===== src/rtl/button_debounce_latch_pkg.sv =====
// Shared definitions for the game-button front end.
//   - Colour codes used in button_out[2:1]. They match the LED and audio
//     store word layout, so software can forward a read word unchanged.
//   - Mailbox FSM state encoding.
//   - MMIO address decoded by the read mux to drive poll.
package button_debounce_latch_pkg;

    localparam logic [1:0] COLOR_RED    = 2'b00;
    localparam logic [1:0] COLOR_BLUE   = 2'b01;
    localparam logic [1:0] COLOR_GREEN  = 2'b10;
    localparam logic [1:0] COLOR_YELLOW = 2'b11;

    localparam logic [11:0] BUTTON_ADDR = 12'd7;

    typedef enum logic [1:0] {
        ST_EMPTY   = 2'b00,
        ST_FULL    = 2'b01,
        ST_READING = 2'b10
    } mailbox_state_t;

endpackage


===== src/rtl/button_debounce_latch_if.sv =====
// Button/processor side bundle of the button front end.
//   red/blue/green/yellow_button : raw active-high buttons (async to clock)
//   poll                         : high while the processor reads address 7
//   button_out                   : [0] valid, [2:1] colour, [31:3] zero
// slave  : the front end itself (consumes buttons and poll, drives button_out)
// master : the environment (drives buttons and poll, reads button_out)
interface button_debounce_latch_if;

    logic        red_button;
    logic        blue_button;
    logic        green_button;
    logic        yellow_button;
    logic        poll;
    logic [31:0] button_out;

    modport master (
        output red_button,
        output blue_button,
        output green_button,
        output yellow_button,
        output poll,
        input  button_out
    );

    modport slave (
        input  red_button,
        input  blue_button,
        input  green_button,
        input  yellow_button,
        input  poll,
        output button_out
    );

endinterface


===== src/rtl/button_debounce_latch_debounce_channel.sv =====
// One button channel: 2-flop synchronizer, stability counter, debounced
// level and a registered one-cycle press pulse.
//   clock  : system clock
//   reset  : asynchronous, active-high
//   raw    : raw button level, asynchronous to clock
//   rise   : one-cycle pulse when the debounced level goes 0 -> 1
// The debounced level changes only after the synchronized input has differed
// from it for DEBOUNCE_CYCLES consecutive cycles.
module button_debounce_latch_debounce_channel #(
    parameter int DEBOUNCE_CYCLES = 500000,
    parameter int CNT_W           = 19
) (
    input  logic clock,
    input  logic reset,
    input  logic raw,
    output logic rise
);

    localparam logic [CNT_W-1:0] CNT_LAST = CNT_W'(DEBOUNCE_CYCLES - 1);
    localparam logic [CNT_W-1:0] CNT_ONE  = CNT_W'(1);

    logic             sync1_reg;
    logic             sync2_reg;
    logic             level_reg;
    logic             rise_reg;
    logic [CNT_W-1:0] cnt_reg;

    always_ff @(posedge clock or posedge reset) begin
        if (reset) begin
            sync1_reg <= 1'b0;
            sync2_reg <= 1'b0;
            level_reg <= 1'b0;
            rise_reg  <= 1'b0;
            cnt_reg   <= '0;
        end else begin
            sync1_reg <= raw;
            sync2_reg <= sync1_reg;
            rise_reg  <= 1'b0;
            if (sync2_reg == level_reg) begin
                // Any agreeing cycle restarts the stability window.
                cnt_reg <= '0;
            end else if (cnt_reg == CNT_LAST) begin
                // This is the DEBOUNCE_CYCLES-th consecutive differing cycle.
                cnt_reg   <= '0;
                level_reg <= sync2_reg;
                rise_reg  <= sync2_reg;   // only 0 -> 1 is a press
            end else begin
                cnt_reg <= cnt_reg + CNT_ONE;
            end
        end
    end

    assign rise = rise_reg;

endmodule


===== src/rtl/button_debounce_latch.sv =====
// Game-button front end feeding the address-7 slot of the MMIO read mux.
//   clock : system clock (50 MHz)
//   reset : asynchronous, active-high; clears all state
//   bus   : slave side of button_debounce_latch_if (buttons, poll, button_out)
// Each button is debounced independently; press pulses are priority encoded
// (red > blue > green > yellow) and the first press is held in a one-word
// mailbox until the processor has finished reading it. A press that matures
// while a read is in progress waits in a one-entry pending slot.
module button_debounce_latch
    import button_debounce_latch_pkg::*;
#(
    parameter int DEBOUNCE_CYCLES = 500000,
    parameter int CNT_W           = 19
) (
    input  logic                    clock,
    input  logic                    reset,
    button_debounce_latch_if.slave  bus
);

    // Index order matches the priority order: bit 0 = red (highest).
    logic [3:0] raw;
    logic [3:0] rise;

    assign raw = {bus.yellow_button, bus.green_button, bus.blue_button, bus.red_button};

    generate
        for (genvar gi = 0; gi < 4; gi++) begin : g_chan
            button_debounce_latch_debounce_channel #(
                .DEBOUNCE_CYCLES (DEBOUNCE_CYCLES),
                .CNT_W           (CNT_W)
            ) u_chan (
                .clock (clock),
                .reset (reset),
                .raw   (raw[gi]),
                .rise  (rise[gi])
            );
        end
    endgenerate

    // Priority encode; lower-priority presses in the same cycle are dropped.
    logic       event_valid;
    logic [1:0] event_colour;

    always_comb begin
        event_valid  = |rise;
        event_colour = COLOR_RED;
        if (rise[0])      event_colour = COLOR_RED;
        else if (rise[1]) event_colour = COLOR_BLUE;
        else if (rise[2]) event_colour = COLOR_GREEN;
        else if (rise[3]) event_colour = COLOR_YELLOW;
    end

    // Mailbox FSM
    mailbox_state_t state_reg, state_next;
    logic           mail_valid_reg, mail_valid_next;
    logic [1:0]     mail_colour_reg, mail_colour_next;
    logic           pend_valid_reg, pend_valid_next;
    logic [1:0]     pend_colour_reg, pend_colour_next;

    always_ff @(posedge clock or posedge reset) begin
        if (reset) begin
            state_reg       <= ST_EMPTY;
            mail_valid_reg  <= 1'b0;
            mail_colour_reg <= COLOR_RED;
            pend_valid_reg  <= 1'b0;
            pend_colour_reg <= COLOR_RED;
        end else begin
            state_reg       <= state_next;
            mail_valid_reg  <= mail_valid_next;
            mail_colour_reg <= mail_colour_next;
            pend_valid_reg  <= pend_valid_next;
            pend_colour_reg <= pend_colour_next;
        end
    end

    always_comb begin
        state_next       = state_reg;
        mail_valid_next  = mail_valid_reg;
        mail_colour_next = mail_colour_reg;
        pend_valid_next  = pend_valid_reg;
        pend_colour_next = pend_colour_reg;

        unique case (state_reg)
            ST_EMPTY: begin
                if (bus.poll) begin
                    // The word being read must stay 0, so a coincident press
                    // goes to the pending slot instead of the mailbox.
                    state_next = ST_READING;
                    if (event_valid) begin
                        pend_valid_next  = 1'b1;
                        pend_colour_next = event_colour;
                    end
                end else if (event_valid) begin
                    mail_valid_next  = 1'b1;
                    mail_colour_next = event_colour;
                    state_next       = ST_FULL;
                end
            end
            ST_FULL: begin
                // First press wins; later presses are ignored here.
                if (bus.poll) state_next = ST_READING;
            end
            ST_READING: begin
                if (bus.poll) begin
                    // Output frozen for the whole read.
                    if (event_valid && !pend_valid_reg) begin
                        pend_valid_next  = 1'b1;
                        pend_colour_next = event_colour;
                    end
                end else if (pend_valid_reg) begin
                    mail_valid_next  = 1'b1;
                    mail_colour_next = pend_colour_reg;
                    pend_valid_next  = 1'b0;
                    state_next       = ST_FULL;
                end else begin
                    mail_valid_next  = 1'b0;
                    mail_colour_next = COLOR_RED;
                    state_next       = ST_EMPTY;
                end
            end
            default: begin
                state_next = ST_EMPTY;
            end
        endcase
    end

    assign bus.button_out = {29'd0, mail_colour_reg, mail_valid_reg};

endmodule


===== src/flat_wrapper.sv =====
// flat-port wrapper written by rule: the top's interface ports become plain ports
module button_debounce_latch_flat import button_debounce_latch_pkg::*;
#(
    parameter int DEBOUNCE_CYCLES = 500000,
    parameter int CNT_W           = 19
)
  (clock, reset, bus_red_button, bus_blue_button, bus_green_button, bus_yellow_button, bus_poll, bus_button_out);
  button_debounce_latch_if bus_i ();
  input  logic clock;
  input  logic reset;
  input wire logic [$bits(bus_i.red_button)-1:0] bus_red_button;
  input wire logic [$bits(bus_i.blue_button)-1:0] bus_blue_button;
  input wire logic [$bits(bus_i.green_button)-1:0] bus_green_button;
  input wire logic [$bits(bus_i.yellow_button)-1:0] bus_yellow_button;
  input wire logic [$bits(bus_i.poll)-1:0] bus_poll;
  output wire logic [$bits(bus_i.button_out)-1:0] bus_button_out;
  assign bus_i.red_button = bus_red_button;
  assign bus_i.blue_button = bus_blue_button;
  assign bus_i.green_button = bus_green_button;
  assign bus_i.yellow_button = bus_yellow_button;
  assign bus_i.poll = bus_poll;
  assign bus_button_out = bus_i.button_out;
  button_debounce_latch #(.DEBOUNCE_CYCLES(DEBOUNCE_CYCLES), .CNT_W(CNT_W)) u_core (.clock(clock), .reset(reset), .bus(bus_i));
endmodule

===== config.mk =====
export PLATFORM = sky130hd
export DESIGN_NAME = button_debounce_latch_flat
export DESIGN_NICKNAME = d
export VERILOG_FILES = /design/src/rtl/button_debounce_latch_pkg.sv /design/src/rtl/button_debounce_latch_if.sv /design/src/rtl/button_debounce_latch_debounce_channel.sv /design/src/rtl/button_debounce_latch.sv /design/src/flat_wrapper.sv
export SDC_FILE = /design/constraint.sdc
export NUM_CORES = 1
export LEC_CHECK = 0
export ABC_CLOCK_PERIOD_IN_PS = 9400
export CELL_PAD_IN_SITES_DETAIL_PLACEMENT = 1
export CELL_PAD_IN_SITES_GLOBAL_PLACEMENT = 2
export CORE_MARGIN = 5
export CORE_UTILIZATION = 35
export CTS_BUF_LIST = sky130_fd_sc_hd__clkbuf_2
export CTS_CLUSTER_DIAMETER = 80
export CTS_CLUSTER_SIZE = 30
export DETAILED_ROUTE_END_ITERATION = 16
export GPL_TIMING_DRIVEN = 0
export PLACE_DENSITY = 0.85
export SETUP_SLACK_MARGIN = 0.3
export SLEW_MARGIN = 0
export SYNTH_ARGS = -nofsm -noshare
export SYNTH_HDL_FRONTEND = slang
export SYNTH_SLANG_ARGS = --single-unit

===== constraint.sdc =====
create_clock -name clock -period 9.4 [get_ports clock]
set_clock_uncertainty 0.05 [all_clocks]
set_input_delay 1.88 -clock clock [delete_from_list [all_inputs] [get_ports clock]]
set_output_delay 1.88 -clock clock [all_outputs]
set_load 0.05 [all_outputs]

---- Word level (Yosys, flattened, before mapping) ----
Cells that the tools add are included.
storage, ports and cells
  flip-flop bits (word level) ............. 100
  bits in latches ......................... 0
  RAM bits ................................ 0
  memory bits (read-only) ................. 0
  input bits .............................. 7
  output and inout port bits .............. 32
  word-level logic and storage cells ...... 109
  memories ................................ 0
operators by class
  add/sub/neg operators ................... 4
  multiply operators ...................... 0
  divide/modulo/power cells ............... 0
  $lt $le $gt $ge ......................... 0
  equal/unequal tests ..................... 19
  shift operators ......................... 0
  mux-type cells .......................... 44
  bitwise gates (word level) .............. 4
  reduce and logical (&&, ||, !) cells .... 13
operators with widths
  operator               number
  $mux 19                8
  $add 19x1->19 const B  4
  $eq 19x19->1 const B   4
  $mux 2                 15
  $mux 1                 16
  $ne 2x2->1 const B     5
  $pmux 2 s2             2
  $reduce_and 2->1       4
  $reduce_and 4->1       2
  $ne 3x2->1 const B     2
  $pmux 2 s3             1
  $reduce_and 5->1       1
  $eq 1x1->1             4
  $ne 2x1->1 const B     2
  $not 1->1              4
  $pmux 1 s2             2
  $reduce_or 4->1        1
  $reduce_and 3->1       1
  $eq 2x1->1 const B     1
  $eq 2x2->1 const B     1
  $logic_not 2->1        1
  $reduce_bool 2->1      1
  $logic_and 1x1->1      1
  $logic_not 1->1        1

---- Logic depth before layout (Yosys ltp) ----
  word-level depth ........................ 7
  gate-level depth with buffers ........... 7
  gate-level depth less buffers ........... 5

---- By module ----
Synthesis repeated with hierarchy kept, for this count alone.
unflattened totals
  cell total of the unflattened synthesis .. 503
  area, all modules ....................... 5,238.8 µm²
modules (own cells, without submodules)
  module                                  times used  cells an instance  area an instance (µm²)  seq. area each (µm²)
  button_debounce_latch_debounce_channel  4           108                1,153.6                 575.6
  button_debounce_latch                   1           71                 624.3                   200.2

---- Worst setup path after synthesis ----
Ideal clock, no wire load.
  kind .................................... input -> register
  start ................................... in bus_poll
  end ..................................... reg u_core.pend_colour_reg[0]
  setup time .............................. 0.125 ns
  arrival time ............................ 2.355 ns
  data required time ...................... 9.225 ns
  path slack .............................. 6.870 ns
  stages .................................. 2
  path buffers ............................ 0
  cell sequence ........................... and3_1 mux2_2
between the ends
  word-level cells in the longest chain between the ends .. 2
  elaborated cells between the ends (all ways) .. 3
  classes of those cells .................. eq/ne: 2; reduce/logical: 1
RTL lines
  what                          line                         RTL
  start: declaration            flat_wrapper.sv:15           input wire logic [$bits(bus_i.poll)-1:0] bus_poll;
  $ne 2x2->1 (no line)          --
  $reduce_and 5->1 (no line) *  --
  end signal: assignment        button_debounce_latch.sv:72  pend_colour_reg <= pend_colour_next;
  end: declaration              button_debounce_latch.sv:58  logic [1:0] pend_colour_reg, pend_colour_next;
Mark *: on every way between the ends. The rest lies on a longest branch, timed or not.
A chain may end at the register's enable or synchronous reset.

---- Final worst setup path ----
  start ................................... reg u_core.mail_valid_reg
  end ..................................... out bus_button_out[0]
RTL lines
  what                      line                         RTL
  start: declaration        button_debounce_latch.sv:55  logic mail_valid_reg, mail_valid_next;
  start signal: assignment  button_debounce_latch.sv:69  mail_valid_reg <= mail_valid_next;
  end: declaration          flat_wrapper.sv:16           output wire logic [$bits(bus_i.button_out)-1:0] bus_button_out;
No word-level cell between the ends.

==> results.cfg <==
[layout]
nNetsFinal = 557
fillCellCount = 1643
regArea_um2 = 2500
multi_input_area_um2 = 2310
syn_to_final_growth_pct = 11.3
stdcell_count = 732
drive_above_1_share_pct = 13.8
largest_reg_flops = 76

[run]
cap_violations = 0

[synth]
yosysTopAreaCellShare_pct = 49.7
syn_inst = 497
synth_flop_cell = dfrtp_1
yosysSeqAreaShare_pct = 49.7
synthTopCellsByArea = dfrtp_1 50%, xnor2_1 7.5%, nor2_1 5.2%, buf_4 4.5%, xor2_1 3.1%
synth_seq_cells = 100
ys_warn_count = 0
synth_common_cells = 100 x dfrtp_1, 70 x nor2_1, 43 x xnor2_1
ys_types = 57
synth.most_common_cell = dfrtp_1
synth.avg_cell_area_um2 = 10.1
synth_enable_flop_cells = 0
async_flop_share_pct = 100
synth_area_um2 = 5040
synth_top_area_cell = dfrtp_1

[grt]
groute.usage.overall_pct = 13.7
grt_pass1_wl_mm = 18.7
grt_max_degree = 58
grt-ovfl-total = 0
grt_antenna_before_repair = 1
grt_pass1_vias = 3990

[sta]
fin_tns_setup_ns = 0
slew-limit-headroom_pct = 58.0
fmax_ghz = 0.262
hold_violations = 0
rsz0062_at_grt = false
drv_slew = 0
setup_viol = 0
period_minus_slack_ns = 3.82
worstMarginPinSlew_ns = 0.625
post-route-period-util_pct = 40.6

[critical_path]
r2r_start = u_core.g_chan[2].u_chan.cnt_reg[0]
cp-startpoint = u_core.mail_valid_reg
worst-endpoint-required_ns = 7.47
cp-start-kind = flip-flop
timing.rr.end = u_core.g_chan[2].u_chan.cnt_reg[12]
crit_fanout = 2
slowest_delay_ns = 0.79
arrival_ns = 1.89
slowest_stage = clkdlybuf4s50_1
criticalPathCategory = reg -> out
reg2reg_slack_ns = 7.03
path_cells = buf_4 -> clkdlybuf4s50_1
r2r_cells = 5
critPathCaptureType = primary output

[clocking]
clk_latency_ns = 0.61
clock-root-buffer = clkbuf_2
clk_pin_slew_ns = 0.27
cts_setup_buffers = 0
cts_resized = 0
cts.sinks = 100
cts_tree = done
clk_path_buf_depth = 2
hold_buffers = 0
htree_levels = 3
numCtsBuffers = 9

[floorplan]
die_w_um = 130
die-area_um2 = 16900
die_height_um = 130
start_util_pct = 36.0
io_pins = 39
num_rows = 43
core_area_um2 = 14000

[drt]
totalWireLength_mm = 10.5
dr_wl_met2_mm = 5.12
wl_met1_mm = 4.88
drc = 0
dr.pass1.iters = 4
wire_per_inst_um = 14.3
routed-via-count = 3673
viasPerCell = 5.02
drt_iter0_markers = 214
antenna_left = 0
wl_met3_um = 338
highest_layer = met4

[min_path]
hold_depth = 0
hold_start = u_core.g_chan[1].u_chan.sync1_reg
hold_end = u_core.g_chan[1].u_chan.sync2_reg
hold_class = reg -> reg

[placement]
io_buffer_count = 9
dp_cells = 715
gp_congestion = 0.806
dpl.hpwl_mm = 7.53

[power]
powerDensity_nw_per_um2 = 134
p_leak_nw = 2.36
ir_drop_mv = 0.0566
p_total_uw = 750

[outcome]
run_status = finished clean
[how the worst max path moves through the flow]
stage / to / slack (ns) / cells after the start
after CTS: bus_button_out[0] / 5.49 / 2
after floorplan: u_core.g_chan[0].u_chan.cnt_reg[0] / 4.85 / 1
after global placement: u_core.g_chan[0].u_chan.cnt_reg[12] / 3.24 / 2
final: bus_button_out[0] / 5.58 / 2
after detailed placement: u_core.pend_colour_reg[1] / 6.20 / 3
after global routing: bus_button_out[0] / 5.45 / 2
[report_power, final]
| part | switching [mW] | internal, mW | total [mW] |
|---|---|---|---|
| Clock | 0.149 | 0.0615 | 0.210 |
| Combinational | 0.0590 | 0.0270 | 0.0860 |
| Sequential | 0.0123 | 0.442 | 0.454 |
[placed cells by master, fill, tap and decap left out, types with 6 or more instances in the layout]
cell type | Yosys | layout
nor3_1 | 18 | 18
clkbuf_2 | 2 | 12
nand4_1 | 23 | 23
nand2_1 | 24 | 24
nor2_1 | 70 | 70
nand3_1 | 28 | 28
xor2_1 | 18 | 18
inv_1 | 16 | 15
and4_1 | 6 | 6
o21ai_0 | 9 | 9
conb_1 | 1 | 29
clkdlybuf4s50_1 | 0 | 9
xnor2_1 | 43 | 43
dfrtp_1 | 100 | 100
nor4_1 | 19 | 19
a21oi_1 | 12 | 12
buf_4 | 30 | 30
[per-stage QoR]
step	util [%]	hold WS [ns]	area [um2]	worst slack, ns
final	40.1	0.317	5610	5.58
after global placement	39.0	0.286	5460	3.24
after detailed placement	39.2	0.287	5490	6.20
after global routing	40.1	0.322	5610	5.45
after CTS	40.1	0.312	5600	5.49
after floorplan	-	0.281	5140	4.85
[kinds of logic (layout without fill, tap and decap cells)]
family                   Yosys count  after routing  synth area share [%]
adder cells (fa/ha/maj)            4              4                 0.994
buffers and inverters             55             81                  6.51
multiplexers                       7              7                  1.61
flip-flops                       100            100                  49.7
AND/OR/NAND/NOR                  231            231                  25.1
XOR/XNOR                          61             61                  10.6
other                              1             30                0.0744
AO/OA/AOI/OAI                     38             38                  5.44
[worst max-delay path, delay by kind of cell, from the launching register on]
family / cells / cell delay (ns)
flops: 1 / 0.40
buf+inv: 2 / 0.89
[layer usage]
layer  vias to the layer above  global-route usage [%]
met5                         -                       0
met4                         0                    4.58
met3                        10                    3.27
met2                        39                    23.4
met1                      1838                    17.1
li1                       1786                       -
[area by class of cell]
| type | count | area share [%] |
|---|---|---|
| clock buffers | 10 | 0.893 |
| clock inverters | 6 | 1.16 |
| well taps | 180 | 4.02 |
| flip-flops and latches | 100 | 44.6 |
| repair buffers | 10 | 2.10 |
| multi-input cells | 370 | 41.3 |
| plain buffers | 39 | 4.78 |
| inverters | 16 | 1.12 |
| diodes | 1 | 0.0446 |
No activity file was read; power rests on OpenSTA's default activity.
==> variant 1: new RTL, config.mk and constraints unchanged <==
`CNT_W` is set to 19 in 3 places; all go to 23.
--- a/src/rtl/button_debounce_latch_debounce_channel.sv
+++ b/src/rtl/button_debounce_latch_debounce_channel.sv
@@ -9,5 +9,5 @@
 module button_debounce_latch_debounce_channel #(
     parameter int DEBOUNCE_CYCLES = 500000,
-    parameter int CNT_W           = 19
+    parameter int CNT_W           = 23
 ) (
     input  logic clock,
--- a/src/rtl/button_debounce_latch.sv
+++ b/src/rtl/button_debounce_latch.sv
@@ -11,5 +11,5 @@
 #(
     parameter int DEBOUNCE_CYCLES = 500000,
-    parameter int CNT_W           = 19
+    parameter int CNT_W           = 23
 ) (
     input  logic                    clock,
--- a/src/flat_wrapper.sv
+++ b/src/flat_wrapper.sv
@@ -3,5 +3,5 @@
 #(
     parameter int DEBOUNCE_CYCLES = 500000,
-    parameter int CNT_W           = 19
+    parameter int CNT_W           = 23
 )
   (clock, reset, bus_red_button, bus_blue_button, bus_green_button, bus_yellow_button, bus_poll, bus_button_out);
Behaviour: same outputs for any inputs over 10 cycles, from zero or initial values and one cycle with reset high; that may be too few to reach the edited logic, so the function may still have changed.
==> variant 1 against the original RTL <==
- sequential cell count up 16
- area after synthesis up 16%
- critical path depth unchanged
- worst setup slack worse by 45 ps
- cell area up 17%
- wire length up 28%
- non-clock buffer count up 7
- power up 21%
- critical path type unchanged
- highest routed layer unchanged
==> variant 1: results (changes against the original RTL) <==
outcome=completed (unchanged); Layout Nets=670 (was 557); combinational power=0.0896 mW (was 0.0860 mW); worst skew pair latency=660 ps (was 610 ps); Post-Route WL=13400 um (was 10500 um); Placed Instance Area=0.00636 mm2 (was 0.00549 mm2); max FFs per register=92 (was 76); number of library cell types mapped by synthesis=44 (was 57); largest net degree at the start of global routing=65 (was 58); Worst Setup SP=u_core.mail_valid_reg (unchanged); Worst Tran Pin Value=722 ps (was 625 ps); Setup WS pre-CTS=6180 ps (was 6200 ps); sequential logic power=0.521 mW (was 0.454 mW); Pwr Total=0.906 mW (was 0.750 mW); WHS=319 ps (was 317 ps); Fill cells=1946 (was 1643); first-pass GRT wire length=23500 um (was 18700 um); reg2reg start=u_core.g_chan[1].u_chan.cnt_reg[0] (was u_core.g_chan[2].u_chan.cnt_reg[0]); leakage=2.66 nW (was 2.36 nW); Routed WL per cell=15.0 um (was 14.3 um); layout cells sized above 1=0.118 (was 0.138); GP Congestion=0.760 (was 0.806); Detail Placement HPWL=9730 um (was 7530 um); Worst R2R Path Depth=6 (was 5); placed cells=860 (was 715); Reg-to-Reg End=u_core.g_chan[1].u_chan.cnt_reg[2] (was u_core.g_chan[2].u_chan.cnt_reg[12]); area grow syn2layout=11.9% (was 11.3%); drt first-iter violations=224 (was 214); CTS Buf Count=17 (was 9); clock transition at the registers of the reported paths=160 ps (was 270 ps); drt via density=5.16 (was 5.02); r2r setup slk=6960 ps (was 7030 ps); Max VDD drop=0.103 mV (was 0.0566 mV); Post-synth top cells=116 x dfrtp_1, 71 x nor2_1, 36 x a21oi_1, 36 x nand2_1, 31 x xnor2_1 (was 100 x dfrtp_1, 70 x nor2_1, 43 x xnor2_1, 30 x buf_4, 28 x nand3_1); Net Switching=0.251 mW (was 0.220 mW); H-tree depth=4 (was 3); Mapped Cells=602 (was 497)
[variant 1: area by class of cell]
type                    instances  share of cell area
diodes                          1            0.000382
flip-flops and latches        116               0.443
clock buffers                  21              0.0160
plain buffers                  46              0.0458
inverters                      18              0.0111
well taps                     220              0.0420
repair buffers                 10              0.0179
multi-input cells             450               0.411
clock inverters                 8              0.0134
[variant 1: layer usage]
metal	track usage	wire length [um]	share of wire	vias to the layer above
li1	-	-	-	2222
met1	0.183	6020	0.45	2315
met2	0.247	6850	0.51	41
met3	0.0360	363	0.027	11
met4	0.0438	140	0.010	0
met5	0	0	0	-
[variant 1: cells by family (layout without fill, tap and decap cells)]
logic type / Yosys count / in the layout / share of synthesized area
DFF: 116 / 116 / 0.496
xor gates and xnor gates: 53 / 53 / 0.0792
other: 1 / 30 / 0.000640
and+or+nand+nor: 272 / 272 / 0.252
muxes: 7 / 7 / 0.0132
AOI/OAI and AO/OA: 85 / 85 / 0.0876
adders and majority gates: 4 / 4 / 0.00854
buffers and inverters: 64 / 103 / 0.0628
==> variant 2: new RTL, same flow settings <==
Made on the original files. Reset style: synchronous (`reset`), changed in 2 clocked blocks. Comments in the files are not updated.
--- a/src/rtl/button_debounce_latch_debounce_channel.sv
+++ b/src/rtl/button_debounce_latch_debounce_channel.sv
@@ -26,5 +26,5 @@
     logic [CNT_W-1:0] cnt_reg;
 
-    always_ff @(posedge clock or posedge reset) begin
+    always_ff @(posedge clock) begin
         if (reset) begin
             sync1_reg <= 1'b0;
--- a/src/rtl/button_debounce_latch.sv
+++ b/src/rtl/button_debounce_latch.sv
@@ -58,5 +58,5 @@
     logic [1:0]     pend_colour_reg, pend_colour_next;
 
-    always_ff @(posedge clock or posedge reset) begin
+    always_ff @(posedge clock) begin
         if (reset) begin
             state_reg       <= ST_EMPTY;
Function: same outputs for any inputs over 10 cycles, from zero or initial values and one cycle with reset high; that may be too few to reach the edited logic, so the function may still have changed.
==> variant 2 against the original RTL <==
- wire length down 1.7%
- cell area shrank 6.5%
- non-clock buffer count shrank 1
- area after synthesis fell by 8.1%
- sequential cell count is the same
- largest power group unchanged
- power up 6.5%
- critical path depth did not move
- worst setup slack worse by 68 ps
- critical path type unchanged
- sequential share of layout area fell by 6.4 points
==> variant 2: results (changes against the original RTL) <==
outcome=completed (unchanged); Worst Tran Pin Value=843 ps (was 625 ps); ranking of synthesized cells by area=dfxtp_1 43%, nor2_1 5.8%, xnor2_1 5.7%, buf_4 5.0%, xor2_1 4.5% (was dfrtp_1 50%, xnor2_1 7.5%, nor2_1 5.2%, buf_4 4.5%, xor2_1 3.1%); Detail Placement HPWL=7620 um (was 7530 um); max FFs per register=76 (unchanged); first-pass GRT wire length=18300 um (was 18700 um); GR Layer Usage met1=0.175 (was 0.171); M1 wire length=5010 um (was 4880 um); Net Sw Frac=0.236 (was 0.293); HP Class=register to register (unchanged); Setup WS pre-CTS=5530 ps (was 6200 ps); worst skew pair latency=600 ps; CP Data Arrival Time=1950 ps (was 1890 ps); # diodes=0 (was 1); Layout Nets=578 (was 557); crit-path max FO=2 (unchanged); sequential logic power=0.431 mW (was 0.454 mW); total gr overflow=0 (unchanged); share of synthesized registers carrying an async set or reset=0 (was 1.00); first-pass detailed-route iteration total=4 (unchanged); Max VDD drop=0.0510 mV (was 0.0566 mV); Top Metal Used=met4 (unchanged); Root Buffer=clkbuf_2 (unchanged); drt first-iter violations=157 (was 214); Seq/Total Area, Yosys=0.433 (was 0.497); number of library cell types mapped by synthesis=46 (was 57); Net Switching=0.189 mW (was 0.220 mW); GP Congestion=0.817 (was 0.806); initial antenna violation count=0 (was 1); Placed Instance Area=0.00503 mm2 (was 0.00549 mm2); Main synth FF type=dfxtp_1 (was dfrtp_1); routed wire length on met3=215 um (was 338 um); Clk network pwr share=0.394 (was 0.280); largest net degree at the start of global routing=17 (was 58); total number of vias=3749 (was 3673); H-tree depth=3 (unchanged); Post-Synth XOR/XNOR Area=0.102 (was 0.106); leakage=1.69 nW (was 2.36 nW); post-cts sizing count=0 (unchanged); post-CTS setup buffer count=0 (unchanged); post-synthesis mux area share=0.00433 (was 0.0161); Post-synth top cells=100 x dfxtp_1, 72 x nor2_1, 31 x buf_4, 30 x xnor2_1, 29 x nand3_1 (was 100 x dfrtp_1, 70 x nor2_1, 43 x xnor2_1, 30 x buf_4, 28 x nand3_1); Critical Path Max Stage Delay=800 ps; Synth Area in Compound Gates=0.0846 (was 0.0544); PortBufs=8 (was 9); GRT met2 Usage=0.233 (was 0.234); met2 wire len=4900 um (was 5120 um); clock transition at the registers of the reported paths=270 ps (about the same); layout cells sized above 1=0.103 (was 0.138); CP max-delay cell=clkdlybuf4s50_1 (unchanged); CTS Buf Count=9 (unchanged); total track usage=0.138 (was 0.137); fraction of the mapped netlist area in adder cells=0.0108 (was 0.00994); vias in the first global route=3913 (was 3990); grt met3 use=0.0264 (was 0.0327); Routed WL per cell=13.8 um (was 14.3 um); Clock Path Buffers=2 (unchanged)
## variant 2: cell count changes in the layout (fill, tap and decap cells not counted), sizes merged, moves of 7 or more
| cell | unedited run | this run |
|---|---|---|
| a21oi | 12 | 24 |
| dfrtp | 100 | 0 |
| dfxtp | 0 | 100 |
| nor2b | 1 | 9 |
| nor3 | 18 | 11 |
| nor4 | 20 | 13 |
| o21ai | 10 | 17 |
| xnor2 | 43 | 30 |
## variant 2: path summary, 6_finish.rpt
kind	from	endpoint	slack [ps]	cells after the start
hold / removal	u_core.g_chan[3].u_chan.sync1_reg	u_core.g_chan[3].u_chan.sync2_reg	410	1
hold reg to reg	u_core.g_chan[3].u_chan.sync1_reg	u_core.g_chan[3].u_chan.sync2_reg	410	1
setup / recovery	u_core.mail_valid_reg	bus_button_out[0]	5520	2
setup reg to reg	u_core.g_chan[0].u_chan.cnt_reg[0]	u_core.g_chan[0].u_chan.cnt_reg[10]	6870	7
## variant 2: logic make-up after synthesis
group           count (synthesis)
flops                         100
mux                             2
xor+xnor                       54
other cells                     1
compound gates                 61
fa+ha+maj                       4
simple gates                  246
buf+inv                        52
## variant 2: through the flow
step,util,cells
global placement,0.385,732
global route,0.400,748
finish,0.400,748
CTS,0.400,748
detailed placement,0.385,732
floorplan,-,548
## variant 2: area by class of cell
class | instances | area (um2)
multi-input combinational | 396 | 2400
timing repair buffer | 8 | 80.1
tap | 176 | 220
sequential | 100 | 2000
fill | 1555 | 7850
clock inverter | 7 | 163
inverter | 12 | 45.0
clock buffer | 9 | 45.0
buffer | 40 | 282
## variant 2: worst max-delay path: cells and delay by family, from the launching register on
| kind | cells | cell delay (ps) |
|---|---|---|
| buf+inv | 2 | 920 |
| flops | 1 | 440 |
